==> src/rtl/result_capture.sv <==
// result_capture: latches the first hasher-pool hit of a job, or flags the job
// as exhausted when the nonce space runs out without a hit. The pool pipeline
// needs FILL_CYCLES cycles to fill, and success is ignored during that time.
//
// Handshake: start_in and clear_in are single-cycle pulses. ready_out acts as
// the valid for result_out, found_out and exhausted_out. It stays high until
// the host acknowledges with clear_in, or until a new start_in arrives.
// start_in wins over every other input.
module result_capture #(
   parameter int NONCE_WIDTH    = 31,
   parameter int POOL_SIZE_LOG2 = 1,
   parameter int FILL_CYCLES    = 130
) (
   input  logic                      clk_in,
   input  logic                      reset_in,
   input  logic                      start_in,
   input  logic                      clear_in,
   input  logic                      success_in,
   input  logic [NONCE_WIDTH-1:0]    nonce_in,
   input  logic [POOL_SIZE_LOG2-1:0] unit_in,
   output logic [31:0]               result_out,
   output logic                      ready_out,
   output logic                      found_out,
   output logic                      exhausted_out,
   output logic                      busy_out,
   output logic [2:0]                state_dbg
);

   typedef enum logic [2:0] {
      S_IDLE      = 3'd0,
      S_FILL      = 3'd1,
      S_HASH      = 3'd2,
      S_FOUND     = 3'd3,
      S_EXHAUSTED = 3'd4
   } state_t;

   localparam logic [7:0] FILL_LOAD = 8'(FILL_CYCLES - 1);

   state_t     state;
   logic [7:0] fill_cnt;
   logic       nonce_last;

   // The last nonce of the job is reached when the nonce is all ones.
   assign nonce_last = &nonce_in;

   // The current state is exposed for debug and checker binding.
   assign state_dbg = state;

   // Job FSM: all outputs are registered alongside the state.
   always_ff @(posedge clk_in or posedge reset_in) begin
      if (reset_in) begin
         state         <= S_IDLE;
         fill_cnt      <= 8'd0;
         result_out    <= 32'd0;
         ready_out     <= 1'b0;
         found_out     <= 1'b0;
         exhausted_out <= 1'b0;
         busy_out      <= 1'b0;
      end else if (start_in) begin
         // A new job restarts from any state. The captured result is kept.
         state         <= S_FILL;
         fill_cnt      <= FILL_LOAD;
         ready_out     <= 1'b0;
         found_out     <= 1'b0;
         exhausted_out <= 1'b0;
         busy_out      <= 1'b1;
      end else begin
         case (state)
            S_FILL: begin
               // The pipeline is still filling, so hits are not trusted yet.
               if (fill_cnt == 8'd0) begin
                  state <= S_HASH;
               end else begin
                  fill_cnt <= fill_cnt - 8'd1;
               end
            end
            S_HASH: begin
               // A hit beats exhaustion when both happen on the last nonce.
               if (success_in) begin
                  state      <= S_FOUND;
                  result_out <= {unit_in, nonce_in};
                  ready_out  <= 1'b1;
                  found_out  <= 1'b1;
                  busy_out   <= 1'b0;
               end else if (nonce_last) begin
                  state         <= S_EXHAUSTED;
                  ready_out     <= 1'b1;
                  exhausted_out <= 1'b1;
                  busy_out      <= 1'b0;
               end
            end
            S_FOUND, S_EXHAUSTED: begin
               // Hold the first result until the host acknowledges it.
               if (clear_in) begin
                  state         <= S_IDLE;
                  ready_out     <= 1'b0;
                  found_out     <= 1'b0;
                  exhausted_out <= 1'b0;
               end
            end
            default: begin
               state <= S_IDLE;
            end
         endcase
      end
   end

endmodule

==> config.mk <==
export PLATFORM = sky130hd
export DESIGN_NAME = result_capture
export DESIGN_NICKNAME = d
export VERILOG_FILES = /design/src/rtl/result_capture.sv
export SDC_FILE = /design/constraint.sdc
export NUM_CORES = 1
export LEC_CHECK = 0
export ABC_AREA = 1
export BUFFER_PORTS_ARGS = -buffer_cell sky130_fd_sc_hd__buf_2
export CORE_ASPECT_RATIO = 1.1
export CORE_MARGIN = 3
export CORE_UTILIZATION = 50
export DETAILED_ROUTE_END_ITERATION = 8
export GPL_ROUTABILITY_DRIVEN = 0
export HOLD_SLACK_MARGIN = 0.08
export PLACE_DENSITY = 0.8
export SLEW_MARGIN = 10
export SYNTH_ARGS = -nofsm -noshare
export SYNTH_HDL_FRONTEND = slang
export SYNTH_SLANG_ARGS = --single-unit
==> constraint.sdc <==
create_clock -name clk_in -period 2.8 [get_ports clk_in]
set_input_delay 0.42 -clock clk_in [delete_from_list [all_inputs] [get_ports clk_in]]
set_output_delay 0.42 -clock clk_in [all_outputs]
set_load 0.01 [all_outputs]
==> results.cfg, run 1 <==
[synth]
synth_commonest_cells = nand2_1 (153), dfrtp_1 (47), nor2_1 (22)
synth_compound_area_share_pct = 2.76
netlist_instances = 288
synth-edff-count = 0
synth_adder_area_share_pct = 1.13
syn-cell-area_sq_um = 2220
yosysSeqAreaShare_pct = 53.0
ys_warn_count = 0
synth_simple_gate_area_share_pct = 36.9
synth_area_leaders = dfrtp_1 (53%), nand2_1 (26%), nor2_1 (3.7%)
synth_top_family_by_area = simple AND/OR/NAND/NOR gates
synth_top_area_share_pct = 53.0
ys.flop_type = dfrtp_1
synthMuxAreaShare_pct = 0
avgSynthCellArea_sq_um = 7.70
synth-xor-area-share_pct = 0.395
yosys.area.top_type = dfrtp_1
ys_ff_latch = 47
synth.most_common_cell = nand2_1
synth_cell_types = 23
async_reset_ff_share_pct = 100
synth.net_count = 327

[floorplanning]
chipWidth_um = 69.5
core_area_sq_um = 4110
rows = 24
initial_utilization_pct = 53.9
dieArea_sq_um = 5270
io_pins = 76
fp.dieH_um = 75.9

[timing]
rsz0062_at_grt = no
min_period_over_period_pct = 66.8
fmax_ghz = 0.535
finalHoldViolations = 0
clock_skew_ps = 9.28
fin_crit_ps = 1870
final.setup.tns_ps = 0
tightest_slew_ps = 947
relSlewSlack_pct = 36.7
final_max_slew_viol_count = 0
setup_viol = 0

[place]
place_hpwl_um = 3760
portBuffers = 75

[setup_path]
cp-start-kind = flop
cp.required_ps = 3040
endpoint_kind = flop
arrival_ps = 2110
worstSetupPathType = reg -> reg
cp_max_fo = 36
rrSetupSlack_ps = 930

[clock_network]
post-cts-setup-buffers = 0
clk_pin_slew_worst_paths_ps = 90
cts-root-buf = clkbuf_8
clock_latency_ps = 300
clock_tree.buffer_depth = 2
cts_resized = 0
cts_hold_buf = 0
cts.sinks = 47
cts-buffers-inserted = 5
cts_tree = built
ctsHtreeMaxLevel = 2

[pwr]
leakagePower_nw = 1.59
pwr_density_cell_nw_per_um2 = 952
p_total_mw = 2.59
ir_drop_mv = 0.471

[route]
avgRoutedWirePerCell_um = 12.0
dr.pass1.iters = 4
viasPerCell = 4.86
final_antenna_net_count = 0
num_vias = 2021
drtIter0Drc = 90
remaining_drc_errors = 0
drt-total-wl_um = 5000

[global_routing]
met1_usage_pct = 24.0
grt_use_met2_pct = 34.1
overflow = 0
grt_pass1_vias = 1825
grt_max_degree = 48
grt_use_total_pct = 19.2
antenna_found_initial = 0
gr-max-usage-layer = met2
use_met3_pct = 4.35
grt_pass1_wl_um = 8070

[finish]
nFillCells = 341
seq_area_sq_um = 1180
multiInputGateArea_sq_um = 913
syn_to_final_growth_pct = 22.9
layout.nets = 402
drive_above_1_share_pct = 27.2
diodes = 0

[worst_hold_path]
hold_class = in -> async

[run_status]
outcome = completed

[job]
drv_cap = 0
critical path: stages, from the launching register on:
cell and delay [ps]:
dfrtp_1 420, inv_1 120, nand3_2 130, nor2_4 160, nand2_4 240, inv_2 470, nor2_1 100, nand2_1 70
nand2_1 40, nand2_1 60
cell families after synthesis:
group	after synthesis
DFF	47
adders and majority gates	2
AOI/OAI and AO/OA	12
xor gates and xnor gates	1
buffers and inverters	27
and+or+nand+nor	199
final cells by class:
class,count,area share (%)
Clock buffer,6,3.03
Multi-Input combinational cell,214,33.5
Timing Repair Buffer,75,13.8
Clock inverter,2,1.42
Inverter,20,2.75
Sequential cell,47,43.1
Tap cell,52,2.39
routing by layer:
layer	share of wire, %	vias up
li1	-	1036
met1	42	933
met2	53	48
met3	4.8	4
met4	0.94	0
met5	0	-
worst paths after layout:
check | startpoint | cells past startpoint | endpoint
setup / recovery | state_dbg[0]$_DFFE_PP0P_ | 9 | exhausted_out$_DFFE_PP0P_
hold / removal | reset_in | 2 | result_out[16]$_DFFE_PP0N_
setup reg to reg | state_dbg[0]$_DFFE_PP0P_ | 9 | exhausted_out$_DFFE_PP0P_
hold reg to reg | ready_out$_DFFE_PP0P_ | 2 | ready_out$_DFFE_PP0P_
max in group asynchronous | reset_in | 2 | state_dbg[2]$_DFFE_PP0P_
min in group clk_in | nonce_in[25] | 3 | result_out[25]$_DFFE_PP0N_
flip-flops by register name (all words and copies together) (netlist names):
| signal | cells |
|---|---|
| busy_out | 1 |
| result_out | 32 |
| state_dbg | 3 |
| fill_cnt | 8 |
| found_out | 1 |
| ready_out | 1 |
| exhausted_out | 1 |
layout by cell type (no fill, tap or decap), drive strengths merged:
cell type,netlist,layout
bufinv,0,1
nand2,157,157
clkbuf,0,6
xor2,1,1
nand3,9,9
o21ai,11,11
nor3,3,3
clkinv,1,1
or2,1,1
buf,7,75
nand3b,1,1
inv,19,20
nand4,4,4
nor2,24,24
dfrtp,47,47
ha,2,2
o22ai,1,1
power breakdown:
part	switching, mW	leakage, nW	internal (mW)
clock network	0.231	0.0618	0.294
logic	0.576	0.938	0.391
registers	0.159	0.595	0.942
total	0.967	1.59	1.63
per-stage QoR:
step / area, sq um / setup slack [ps] / cells / hold slack [ps] / utilization [%]
3_3_place_gp: 2610 / 1000 / 408 / 454 / 63.3
6_report: 2730 / 930 / 416 / 323 / 66.3
4_1_cts: 2730 / 917 / 416 / 319 / 66.3
2_1_floorplan: 2220 / 1260 / 288 / 444 / -
5_1_grt: 2730 / 749 / 416 / 320 / 66.3
3_5_place_dp: 2610 / 940 / 408 / 457 / 63.3
No activity file was read; power rests on OpenSTA's default activity.
==> inputs of run 2 (changes only) <==
ABC_AREA = 0   (was 1)
CORE_UTILIZATION = 44   (was 50)
PLACE_DENSITY = 0.75   (was 0.8)
clock period = 1.7 ns   (was 2.8 ns; I/O delays follow)
==> results.cfg, run 2 <==
[pwr]
p_sw_share_pct = 32.5
p_int_mw = 2.63
switchingPower_mw = 1.26
p_seq_share_pct = 43.7
leakagePower_nw = 1.46
p_total_mw = 3.89
pwr-share-comb_pct = 39.0
ir_drop_mv = 0.569
pwr_density_cell_nw_per_um2 = 1290
p_clk_share_pct = 17.4

[worst_hold_path]
min_from = nonce_in[21]
holdPathStages = 2
hold_class = in -> reg
hold_path_end = result_out[21]$_DFFE_PP0N_

[synth]
yosys.area.top_type = dfrtp_1
synth-xor-area-share_pct = 2.02
synth.most_common_cell = dfrtp_1
yosysSeqAreaShare_pct = 54.4
ys.flop_type = dfrtp_1
synth.net_count = 212
avgSynthCellArea_sq_um = 12.5
synth_top_area_share_pct = 54.4
syn-cell-area_sq_um = 2160
synth_simple_gate_area_share_pct = 13.4
synth_area_leaders = dfrtp_1 (54%), mux2_2 (16%), nand4_1 (2.3%)
synth_commonest_cells = dfrtp_1 (47), mux2_2 (30), nor2_1 (10)
ys_ff_latch = 47
synth_adder_area_share_pct = 1.16
ys_warn_count = 0
synth_cell_types = 44
synth_compound_area_share_pct = 8.68
synth_top_family_by_area = multiplexers
async_reset_ff_share_pct = 100
synth-edff-count = 0
synthMuxAreaShare_pct = 16.7
netlist_instances = 173

[floorplanning]
initial_utilization_pct = 46.2
io_pins = 76
fp.dieH_um = 79.5
dieArea_sq_um = 5790
chipWidth_um = 72.9
rows = 26
core_area_sq_um = 4680

[run_status]
outcome = finished with violations
violations = negative setup slack

[setup_path]
worst-path-buf-inv = 2
rr_startpoint = state_dbg[2]$_DFFE_PP0P_
r2r_cells = 5
critPathMaxStageDelay_ps = 410
crit_cells = 5
crit_family = simple AND/OR/NAND/NOR gates
crit_chain = or3b_4 -> nor3b_4 -> buf_6 -> clkbuf_16 -> mux2_1
cp_slowest_cell = or3b_4
arrival_ps = 1940
r2r-end = result_out[4]$_DFFE_PP0N_
cp_max_fo = 8
endpoint_kind = flop
rrSetupSlack_ps = -50
worstSetupPathType = reg -> reg
cp-start-kind = flop
cp.required_ps = 1890
cp-startpoint = state_dbg[2]$_DFFE_PP0P_

[timing]
final_max_slew_viol_count = 0
setup_slack_ps = -48.2
hold_slack_ps = 183
min_period_over_period_pct = 103
tightest_slew_ps = 518
setup_viol = 32
fin_crit_ps = 1750
clock_skew_ps = 10.4
fmax_ghz = 0.572
finalHoldViolations = 0
rsz0062_at_grt = yes
relSlewSlack_pct = 65.2

[route]
drtIter0Drc = 99
dr.pass1.iters = 4
viasPerCell = 5.40
avgRoutedWirePerCell_um = 16.2
drt-total-wl_um = 5290
final_antenna_net_count = 0
remaining_drc_errors = 0
num_vias = 1759

[finish]
layout.nets = 308
syn_to_final_growth_pct = 39.2
largest-register = result_out
final_common_cell = buf_2
diodes = 0
drive_above_1_share_pct = 54.4
final_cell_mix = buf_2 (75), dfrtp_1 (47), mux2_4 (24)
final_area_sq_um = 3010
largest_reg_flops = 32

[place]
postPlaceCellArea_sq_um = 2700
preCtsSetupSlack_ps = -71.9
place_hpwl_um = 3490
portBuffers = 75

[clock_network]
clock_tree.buffer_depth = 2
clk_pin_slew_worst_paths_ps = 100
ctsHtreeMaxLevel = 2
cts.sinks = 47
cts-buffers-inserted = 5
cts_tree = built
clock_latency_ps = 310
cts-root-buf = clkbuf_8

[global_routing]
grt_use_total_pct = 19.1
overflow = 0
grt_pass1_vias = 1812
grt_pass1_wl_um = 8440
antenna_found_initial = 0
grt_max_degree = 48

[job]
drv_cap = 0
==> run 2: cell types whose count changed after synthesis, moves of 4 or more <==
| cell | previous run | this run |
|---|---|---|
| nand2_1 | 153 | 1 |
| mux2_2 | 0 | 30 |
| nand3_1 | 8 | 2 |
| a21oi_1 | 0 | 5 |
| inv_1 | 13 | 7 |
| nor2_1 | 22 | 10 |
| inv_2 | 6 | 0 |
| o21ai_1 | 9 | 0 |
| nand4_1 | 4 | 8 |
==> run 2: logic make-up after synthesis <==
| group | count (synthesis) |
|---|---|
| and+or+nand+nor | 45 |
| adders and majority gates | 2 |
| DFF | 47 |
| xor gates and xnor gates | 5 |
| muxes | 32 |
| buffers and inverters | 15 |
| AOI/OAI and AO/OA | 27 |
==> run 2: how the worst max path moves through the flow <==
| stage | end | slack (ps) |
|---|---|---|
| after floorplan | result_out[0]$_DFFE_PP0N_ | -180 |
| after global placement | result_out[15]$_DFFE_PP0N_ | -30 |
| after detailed placement | result_out[28]$_DFFE_PP0N_ | -70 |
| after CTS | result_out[30]$_DFFE_PP0N_ | -50 |
| after global routing | result_out[4]$_DFFE_PP0N_ | -120 |
| final | result_out[4]$_DFFE_PP0N_ | -50 |
==> run 2: what timing repair did <==
| item | 4_1_cts | 5_1_grt |
|---|---|---|
| resized for setup | 20 | 16 |
| buffers inserted | 2 | 1 |
| pin swaps | 2 | 3 |
| hold endpoints to repair | 47 | 0 |
| hold buffers | 1 | 0 |
| setup endpoints to repair | 38 | 40 |
| gates cloned | 2 | 1 |
==> run 2: per-stage QoR <==
stage                     util [%]  TNS (ps)  std cells
after global placement        57.7      -853        311
after floorplan                  -     -5430        173
after CTS                     62.7      -781        324
after global routing          64.3     -3130        326
after detailed placement      57.7     -1680        311
final                         64.3      -734        326
==> run 2: cell type report <==
type	count	area (sq um)
clock buffer	5	68.8
clock inverter	3	18.8
fill	368	1670
inverter	7	26.3
multi-input combinational	111	1020
sequential	47	1180
tap	56	70.1
timing repair buffer	97	629
==> run 2: power by group through the flow <==
stage	Sequential, mW	Clock [mW]	Combinational (mW)
after floorplan	1.89	0	0.548
final	1.70	0.675	1.52
after detailed placement	1.70	0	1.32
after CTS	1.68	0.690	1.45
after global placement	1.68	0	1.28
after global routing	1.75	0.755	1.64
==> run 2: routing by layer <==
metal / global-route usage, % / part of all wire [%] / vias up
met1: 23.8 / 41 / 852
li1: - / - / 825
met3: 3.40 / 5.8 / 14
met4: 9.41 / 2.5 / 0
met2: 31.5 / 50 / 68
met5: 0 / 0 / -
